## config.mk

```make
export PLATFORM = sky130hd
export DESIGN_NAME = skf_vec_counter
export DESIGN_NICKNAME = d
export VERILOG_FILES = /design/src/rtl/skf_vec_counter.sv
export SDC_FILE = /design/constraint.sdc
export NUM_CORES = 1
export LEC_CHECK = 0
export BUFFER_PORTS_ARGS = -buffer_cell sky130_fd_sc_hd__buf_2
export CELL_PAD_IN_SITES_DETAIL_PLACEMENT = 1
export CELL_PAD_IN_SITES_GLOBAL_PLACEMENT = 2
export CORE_AREA = 4 4 41 43
export DETAILED_ROUTE_END_ITERATION = 10
export DIE_AREA = 0 0 45 47
export HOLD_SLACK_MARGIN = 0.02
export PLACE_DENSITY = 0.63
export REMOVE_ABC_BUFFERS = 1
export SLEW_MARGIN = 20
export SYNTH_ARGS = -nofsm -noshare
export SYNTH_HDL_FRONTEND = slang
export SYNTH_SLANG_ARGS = --single-unit
```

## constraint.sdc

```tcl
create_clock -name clk -period 1.48 [get_ports clk]
set_clock_uncertainty 0.15 [all_clocks]
set_input_delay 0.222 -clock clk [delete_from_list [all_inputs] [get_ports clk]]
set_output_delay 0.222 -clock clk [all_outputs]
set_load 0.005 [all_outputs]
```

## src/rtl/skf_vec_counter.sv

```systemverilog
// skf_vec_counter: W-bit input-vector enumerator for the exhaustive sweep.
// clr_i has priority over en_i; last_o flags the all-ones terminal vector so the
// controller can stop before the counter would wrap.
module skf_vec_counter #(
    parameter int W = 5
) (
    input  logic         clk,
    input  logic         rst,
    input  logic         clr_i,
    input  logic         en_i,
    output logic [W-1:0] vec_o,
    output logic         last_o
);

    logic [W-1:0] vec_q;
    logic [W-1:0] vec_d;

    // Next count: clear to zero, advance by one, or hold.
    always_comb begin
        vec_d = vec_q;
        if (clr_i) begin
            vec_d = '0;
        end else if (en_i) begin
            vec_d = vec_q + W'(1);
        end
    end

    // Counter register with synchronous reset.
    always_ff @(posedge clk) begin
        if (rst) begin
            vec_q <= '0;
        end else begin
            vec_q <= vec_d;
        end
    end

    assign vec_o  = vec_q;
    assign last_o = &vec_q;

endmodule

```

==> flow_summary_export.csv <==
group,metric,value,unit
run_status,status,"finished with violations",
run_status,violations,"negative setup slack",
power,p_leak,0.000186,uW
timing,tightest_slew,0.227,ns
routing,drtPass1Iterations,4,
logic_synthesis,netlist_instances,23,
logic_synthesis,synthArstFlopShare,0,
floorplan,dieArea,2120,um^2
power,max-vdd-ir-drop,0.229,mV
cells_and_area,diodes,0,
critical_path,cp-end-kind,"output pin",
logic_synthesis,synth-edff-count,0,
routing,drtAntennaViolNets,0,
cells_and_area,nFillCells,159,
logic_synthesis,ys_ff_latch,5,
floorplan,pin_count,10,
routing,wire_per_inst,13.6,um
routing,drc,0,
timing,setup_slack,-0.0551,ns
clock_tree,clk_pin_slew,0.05,ns
logic_synthesis,synth_area_leader_cell,"dfxtp_1",
clock_tree,clockBufferDepth,2,
logic_synthesis,netlist.area_leader.share,0.385,
floorplan,start_util,0.200,
logic_synthesis,synth_area,260,um^2
floorplan,die_width,45,um
timing,finalHoldViolCount,0,
timing,hold_ws,0.215,ns
clock_tree,cts-root-buf,"clkbuf_4",
cells_and_area,drive_above_1_share,0.590,
clock_tree,htree_levels,1,
placement,place.gp.congestion,0.690,
clock_tree,cts_inserted_buffers,3,
logic_synthesis,yosysSeqAreaShare,0.385,
hold_path,hold_class,"primary input to register",
global_routing,grt_overflow,0,
global_routing,grt_max_degree,7,
global_routing,grt_pass1_wl,1.27,mm
critical_path,crit_required,1.11,ns
global_routing,grt_pass1_vias,298,
placement,hpwlAfterDp,526,um
timing,rsz0062_at_grt,"yes",
logic_synthesis,netlist_top_cells_count,"dfxtp_1, nor2_1, ha_1, mux2i_1",
timing,maxSlewViolCount,0,
critical_path,critPathLaunchType,"register",
global_routing,antenna_found_initial,0,
floorplan,rows,13,
global_routing,grt_usage,0.0877,
clock_tree,cts.sinks,5,
clock_tree,hold_buffers,0,
cells_and_area,utilization,0.313,
placement,portBuffers,9,
cells_and_area,layout.cells.non_filler,54,
logic_synthesis,yosysMostFrequentCell,"dfxtp_1",
logic_synthesis,synth.area.top_cells,"dfxtp_1, ha_1, nand4_4",
timing,period_minus_slack,1.54,ns
run,drv_cap,0,
logic_synthesis,ys_warn_count,0,
critical_path,worstPathMaxFanout,2,
logic_synthesis,yosysUniqueCellTypes,15,
routing,via_per_inst,4.54,
clock_tree,cts_tree,"done",
routing,routed_wl,732,um
power,p_per_area,800,nW/um^2
placement,placed_cells,48,
critical_path,cp.arrival,1.16,ns
routing,vias,245,
logic_synthesis,ys.flop_type,"dfxtp_1",
cells_and_area,syn_to_final_growth,56.7,%
clock_tree,insertion_delay,0.24,ns
routing,drtIter0Drc,1,
logic_synthesis,syn_avg_cell_area,11.3,um^2
timing,slew_headroom,0.848,
cells_and_area,num-nets-final,46,
timing,setup_viol_count_final,1,
cells_and_area,largest_reg_flops,5,
floorplan,dieHeight,47,um
timing,finalCritPeriodShare,1.04,
critical_path,critPathKind,"register to output pin",
timing,fmax,651,MHz
floorplan,core_area,1300,um^2
==> per-stage QoR <==
| stage | area, um^2 | setup WS, ns | TNS [ns] | power, uW |
|---|---|---|---|---|
| after floorplan | 249 | 0.0392 | 0 | 151 |
| after global placement | 328 | 0.0773 | 0 | 164 |
| after detailed placement | 328 | 0.0430 | 0 | 167 |
| after CTS | 400 | -0.0620 | -0.0620 | 334 |
| after global routing | 408 | -0.0844 | -0.0844 | 346 |
| final | 408 | -0.0551 | -0.0551 | 326 |
==> kinds of logic after synthesis <==
kind of cell    count (synthesis)  synth area share
flops                           5             0.385
xor+xnor                        1            0.0337
compound gates                  2            0.0577
simple gates                    9             0.250
buf+inv                         1            0.0433
mux                             3             0.135
fa+ha+maj                       2            0.0961
==> worst paths after layout <==
check | startpoint | to | slack (ns) | depth (start not counted)
min | rst | vec_o[0] | 0.22 | 3
max | vec_o[1] | last_o | -0.06 | 4
min reg2reg | vec_o[4] | vec_o[4] | 0.42 | 2
max reg2reg | vec_o[1] | vec_o[4] | 0.17 | 5
==> cell type report <==
| cell class | instances | area, um^2 | share of cell area |
|---|---|---|---|
| Timing Repair Buffer | 13 | 81.3 | 0.199 |
| Sequential cell | 5 | 103 | 0.252 |
| Clock buffer | 4 | 26.3 | 0.0644 |
| Tap cell | 15 | 18.8 | 0.0460 |
| Multi-Input combinational cell | 17 | 179 | 0.439 |
==> metal layers <==
metal / part of all wire / GRT usage
met5: 0 / 0
met4: 0 / 0.0526
met3: 0.081 / 0.0383
met2: 0.51 / 0.164
met1: 0.41 / 0.0773
==> power by group <==
| group | total (uW) | internal (uW) | switching, uW |
|---|---|---|---|
| Clock | 158 | 102 | 56.4 |
| Sequential | 140 | 137 | 2.03 |
| Combinational | 28.3 | 13.7 | 14.6 |
| Total | 326 | 253 | 73.0 |
==> critical path: stages, from the launching register on <==
cell     delay [ns]
dfxtp_2        0.33
ha_4           0.16
and3_4         0.18
ha_4           0.15
buf_6          0.10
==> timing repair <==
item,4_1_cts,5_1_grt
gates resized for setup,8,0
pin swaps,1,0
endpoints found under the setup margin,1,1
buffers inserted,1,1
==> cells in the final DEF (no fill, tap or decap), types with 2 or more instances in the layout <==
master    instances
nor2_1            3
dfxtp_1           3
ha_4              2
clkbuf_4          3
dfxtp_2           2
mux2i_1           2
buf_2             8
buf_4             4
Note: power is estimated with default switching activity, not from simulation.
